$ cat src/rtl/vga_text_update_ctrl.sv
// vga_text_update_ctrl: writes one channel row "CHnn: d.dddV" into the text char RAM, only during vblank.
// Define VGA_TEXT_CLEAR_EN to fill the whole table with spaces after reset.
module vga_text_update_ctrl #(
    parameter int COLS      = 12,
    parameter int ROWS      = 13,
    parameter int BASE_ADDR = 0
) (
    input  logic        clk,
    input  logic        rst,
    input  logic        vblnk_in,
    input  logic        upd_req,
    input  logic [3:0]  upd_ch,
    input  logic [11:0] upd_mv,
    output logic        upd_ack,
    output logic        upd_err,
    output logic        busy,
    output logic        wr_en,
    output logic [7:0]  wr_addr,
    output logic [7:0]  wr_data
);
    localparam logic [3:0] MAX_CH   = 4'(ROWS - 1);
    localparam logic [3:0] LAST_COL = 4'(COLS - 1);
    localparam logic [7:0] COLS_W   = 8'(COLS);
    localparam logic [7:0] BASE_W   = 8'(BASE_ADDR);
`ifdef VGA_TEXT_CLEAR_EN
    localparam logic [7:0] LAST_CLR = 8'(COLS * ROWS - 1);
`endif

    typedef enum logic [2:0] {IDLE, CONV, WAIT_BLK, WRITE, ACK, CLEAR} state_t;

    state_t      state_q;
    logic [3:0]  ch_q, col_q, ch_tens, ch_units;
    logic [7:0]  cnt_q, chr_d, row_base;
    logic [11:0] bin_q;
    logic [15:0] bcd_q, bcd_d;

    // double-dabble: add 3 to every BCD digit >= 5 before each shift
    always_comb begin
        for (int i = 0; i < 4; i++)
            bcd_d[4*i +: 4] = (bcd_q[4*i +: 4] >= 4'd5) ? bcd_q[4*i +: 4] + 4'd3 : bcd_q[4*i +: 4];
    end

    assign ch_tens  = (ch_q >= 4'd10) ? 4'd1 : 4'd0;
    assign ch_units = (ch_q >= 4'd10) ? ch_q - 4'd10 : ch_q;
    assign row_base = BASE_W + {4'd0, ch_q} * COLS_W;

    always_comb begin
        chr_d = 8'h56;
        case (col_q)
            4'd0:    chr_d = 8'h43;
            4'd1:    chr_d = 8'h48;
            4'd2:    chr_d = {4'h3, ch_tens};
            4'd3:    chr_d = {4'h3, ch_units};
            4'd4:    chr_d = 8'h3A;
            4'd5:    chr_d = 8'h20;
            4'd6:    chr_d = {4'h3, bcd_q[15:12]};
            4'd7:    chr_d = 8'h2E;
            4'd8:    chr_d = {4'h3, bcd_q[11:8]};
            4'd9:    chr_d = {4'h3, bcd_q[7:4]};
            4'd10:   chr_d = {4'h3, bcd_q[3:0]};
            default: chr_d = 8'h56;
        endcase
    end

    always_ff @(posedge clk or posedge rst) begin
        if (rst) begin
`ifdef VGA_TEXT_CLEAR_EN
            state_q <= CLEAR;
`else
            state_q <= IDLE;
`endif
            ch_q    <= '0;
            col_q   <= '0;
            cnt_q   <= '0;
            bin_q   <= '0;
            bcd_q   <= '0;
            upd_ack <= 1'b0;
            upd_err <= 1'b0;
            busy    <= 1'b0;
            wr_en   <= 1'b0;
            wr_addr <= '0;
            wr_data <= '0;
        end else begin
            wr_en   <= 1'b0;
            upd_ack <= 1'b0;
            upd_err <= 1'b0;
            case (state_q)
                IDLE: if (upd_req) begin
                    if (upd_ch > MAX_CH) begin
                        upd_ack <= 1'b1;
                        upd_err <= 1'b1;
                    end else begin
                        ch_q    <= upd_ch;
                        bin_q   <= upd_mv;
                        bcd_q   <= '0;
                        cnt_q   <= '0;
                        busy    <= 1'b1;
                        state_q <= CONV;
                    end
                end
                CONV: begin
                    {bcd_q, bin_q} <= {bcd_d, bin_q} << 1;
                    cnt_q <= cnt_q + 8'd1;
                    if (cnt_q == 8'd11) state_q <= WAIT_BLK;
                end
                WAIT_BLK: if (vblnk_in) begin
                    col_q   <= '0;
                    state_q <= WRITE;
                end
                WRITE: if (vblnk_in) begin
                    wr_en   <= 1'b1;
                    wr_addr <= row_base + {4'd0, col_q};
                    wr_data <= chr_d;
                    col_q   <= col_q + 4'd1;
                    if (col_q == LAST_COL) state_q <= ACK;
                end
                ACK: begin
                    upd_ack <= 1'b1;
                    busy    <= 1'b0;
                    state_q <= IDLE;
                end
`ifdef VGA_TEXT_CLEAR_EN
                CLEAR: begin
                    busy <= 1'b1;
                    if (vblnk_in) begin
                        wr_en   <= 1'b1;
                        wr_addr <= BASE_W + cnt_q;
                        wr_data <= 8'h20;
                        cnt_q   <= cnt_q + 8'd1;
                        if (cnt_q == LAST_CLR) begin
                            busy    <= 1'b0;
                            cnt_q   <= '0;
                            state_q <= IDLE;
                        end
                    end
                end
`endif
                default: state_q <= IDLE;
            endcase
        end
    end
endmodule

$ cat config.mk
export PLATFORM = sky130hd
export DESIGN_NAME = vga_text_update_ctrl
export DESIGN_NICKNAME = d
export VERILOG_FILES = /design/src/rtl/vga_text_update_ctrl.sv
export SDC_FILE = /design/constraint.sdc
export NUM_CORES = 1
export LEC_CHECK = 0
export BUFFER_PORTS_ARGS = -buffer_cell sky130_fd_sc_hd__buf_2
export CORE_MARGIN = 5
export CORE_UTILIZATION = 32
export CTS_BUF_LIST = sky130_fd_sc_hd__clkbuf_16
export CTS_CLUSTER_DIAMETER = 120
export DETAILED_ROUTE_END_ITERATION = 10
export HOLD_SLACK_MARGIN = 0.15
export PLACE_DENSITY = 0.51
export SLEW_MARGIN = 10
export SYNTH_ARGS = -nofsm -noshare
export SYNTH_HDL_FRONTEND = slang
export SYNTH_SLANG_ARGS = --single-unit
$ cat constraint.sdc
create_clock -name clk -period 2.5 [get_ports clk]
set_clock_uncertainty 0.15 [all_clocks]
set_input_delay 0.375 -clock clk [delete_from_list [all_inputs] [get_ports clk]]
set_output_delay 0.375 -clock clk [all_outputs]
set_load 0.05 [all_outputs]
==> flow_summary.ini <==
[run_status]
outcome = completed

[yosys]
synth_top_area_share = 0.422
ys_seq_elements = 66
syn_nets = 459
yosys.area.top_type = dfrtp_1
yosysMostFrequentCell = dfrtp_1
synth_top_cells_by_count = 66 x dfrtp_1, 49 x o21ai_0, 43 x nand2_1
yosysSeqAreaShare = 0.422
syn_area_per_cell_um2 = 9.43
synth-edff-count = 0
synth_top_flop_cell = dfrtp_1
synth_cell_type_count = 61
async_flop_share = 1.00
ys_warn_count = 0
syn_area_um2 = 3910
synth_area_leaders = dfrtp_1 42%, ha_1 7.0%, o21ai_0 6.3%, mux2i_1 4.3%, nand2_1 4.1%
postSynthCellCount = 415

[sta]
drv_slew = 0
setup_ws_ns = 0.238
setup_viol = 0
whs_ns = 0.154
min_period_over_period = 0.905
layout_min_cycle_time_ns = 2.26
tns_ns = 0
hold_violations = 0
grt_setup_unrepaired = no
max_slew_margin = 0.588
max_freq_mhz = 442
worst_pin_slew_ns = 0.617

[worst_setup_path]
worstReg2RegStart = ch_q[1]
worstSetupPathType = flop to flop
reg2reg_to = wr_addr[7]
start_kind = flop
reg2reg_slack_ns = 0.24
cp.arrival_ns = 2.35
end_kind = flop
rr_worst_depth = 6
required_ns = 2.59
worst-path-max-fanout = 9

[power_and_ir_drop]
p_switching_mw = 2.45
ir_drop_mv = 0.453
power_frac_seq = 0.333
power.share.clock = 0.197
finalPower_mw = 5.57
internal_power_mw = 3.12
swShare = 0.441
pwr-share-comb = 0.471
powerDensity_nw_per_um2 = 1230
p_leak_nw = 2.07

[floorplanning]
die_area_um2 = 14500
start_util = 0.326
die_w_um = 121
design.core.area_um2 = 12000
die_h_um = 121
ioPinCount = 40
fp-row-count = 40

[min_path]
whs_path_depth = 3
min_to = ch_q[1]
hold_start = upd_ch[1]
hold_class = input pin to flop

[global_routing]
track_usage = 0.133
grt_overflow_total = 0
grt_antenna_before_repair = 0
grt_start_max_net_pins = 41
grt_pass1_vias = 3076
grt_pass1_wl_mm = 15.3

[placed_design]
pre_cts_ws_ns = 0.254
dp_hpwl_mm = 6.25
portBuffers = 38
gp_congestion = 0.896
placedCellCount = 582

[clock_tree]
clkSlewWorstSetupHoldPaths_ns = 0.05
post_cts_buffers = 0
clk_path_buf_depth = 2
cts_root_buf = clkbuf_16
post_cts_resized = 0
clkSinkCount = 66
ctsHoldBuffers = 3
cts_tree = done
cts_inserted_buffers = 9
insertion_delay_ns = 0.33
htree_levels = 3

[route]
drt_wl_total_mm = 9.09
first_iter_violations = 179
wire_per_inst_um = 15.1
ant_nets = 0
drc_errors = 0
drt-vias-per-instance = 5.19
drt_first_pass_iters = 4
vias = 3122

[job]
drv_cap = 0

[final_layout]
drive_above_1_share = 0.159
final_cells = 601
fillCellCount = 1239
num_antenna_cells = 0
finalNetCount = 493
syn_to_final_growth_pct = 16.1
[worst max-delay path, cell delays in order (launching register included)]
cell     delay [ns]
dfrtp_1        0.48
ha_1           0.26
fa_1           0.41
xnor2_1        0.29
and3_1         0.24
a31oi_1        0.11
o31ai_2        0.23
[area by class of cell]
class | instances | area [um2] | area share
well taps | 147 | 184 | 0.0405
clock buffers | 9 | 225 | 0.0496
inverters | 19 | 71.3 | 0.0157
flip-flops and latches | 66 | 1650 | 0.364
clock inverters | 7 | 28.8 | 0.00634
repair buffers | 50 | 313 | 0.0689
multi-input cells | 303 | 2070 | 0.455
[placed cells by master, fill, tap and decap left out, drive strengths merged, types with 2 or more instances in the layout]
master	n
a211oi	2
a21boi	2
a21o	3
a21oi	23
a22o	15
a22oi	4
a31oi	4
and2	4
and3	3
and4	2
buf	47
clkbuf	9
clkinv	5
dfrtp	66
dlygate4sd3	3
fa	2
ha	22
inv	21
mux2i	17
nand2	43
nand2b	8
nand3	12
nand3b	5
nor2	17
nor2b	2
nor3	8
nor3b	2
nor4	2
o211ai	3
o21ai	50
o22ai	4
o31ai	11
or4	7
xnor2	6
xor2	2
[power groups by stage]
stage                     Sequential (mW)  Combinational, mW  Clock [mW]
after floorplan                      2.15               1.71           0
after global placement               1.86               2.60           0
after detailed placement             1.88               2.64           0
after CTS                            1.86               2.66        1.13
after global routing                 1.93               2.94        1.18
final                                1.85               2.62        1.09
[through the flow]
| step | utilization | instance area [um2] |
|---|---|---|
| floorplan | - | 3910 |
| global placement | 0.354 | 4260 |
| detailed placement | 0.354 | 4260 |
| CTS | 0.378 | 4540 |
| global route | 0.378 | 4540 |
| finish | 0.378 | 4540 |
[worst max path at each step]
stage / start / endpoint / slack, ns / cells past startpoint
6_report: ch_q[1] / wr_addr[7] / 0.24 / 6
5_1_grt: ch_q[1] / wr_addr[7] / 0.06 / 6
2_1_floorplan: rst / bcd_q[0] / 0.32 / 1
4_1_cts: ch_q[1] / wr_addr[7] / 0.24 / 6
3_5_place_dp: ch_q[1] / wr_addr[7] / 0.25 / 6
3_3_place_gp: ch_q[1] / wr_addr[7] / 0.33 / 6
[flip-flops by register name, summed over array words and instances (netlist names)]
name,flops
state_q,3
col_q,4
wr_addr,8
bcd_q,16
wr_en,1
wr_data,7
upd_ack,1
busy,1
bin_q,12
upd_err,1
ch_q,4
cnt_q,8
[routing by layer]
| metal | share of wire | global-route usage |
|---|---|---|
| met5 | 0 | 0 |
| met4 | 0.017 | 0.0446 |
| met3 | 0.053 | 0.0426 |
| met2 | 0.46 | 0.211 |
| met1 | 0.47 | 0.171 |
[logic make-up (layout without fill, tap and decap cells)]
group                      after synthesis  count (layout)  synth area share
AOI/OAI and AO/OA                      129             129             0.212
and+or+nand+nor                        122             122             0.163
DFF                                     66              66             0.422
buffers and inverters                   46              85            0.0508
adders and majority gates               24              24            0.0806
muxes                                   18              18            0.0464
xor gates and xnor gates                 9               9            0.0237
other                                    1               1          0.000958
No activity file was read; power rests on OpenSTA's default activity.
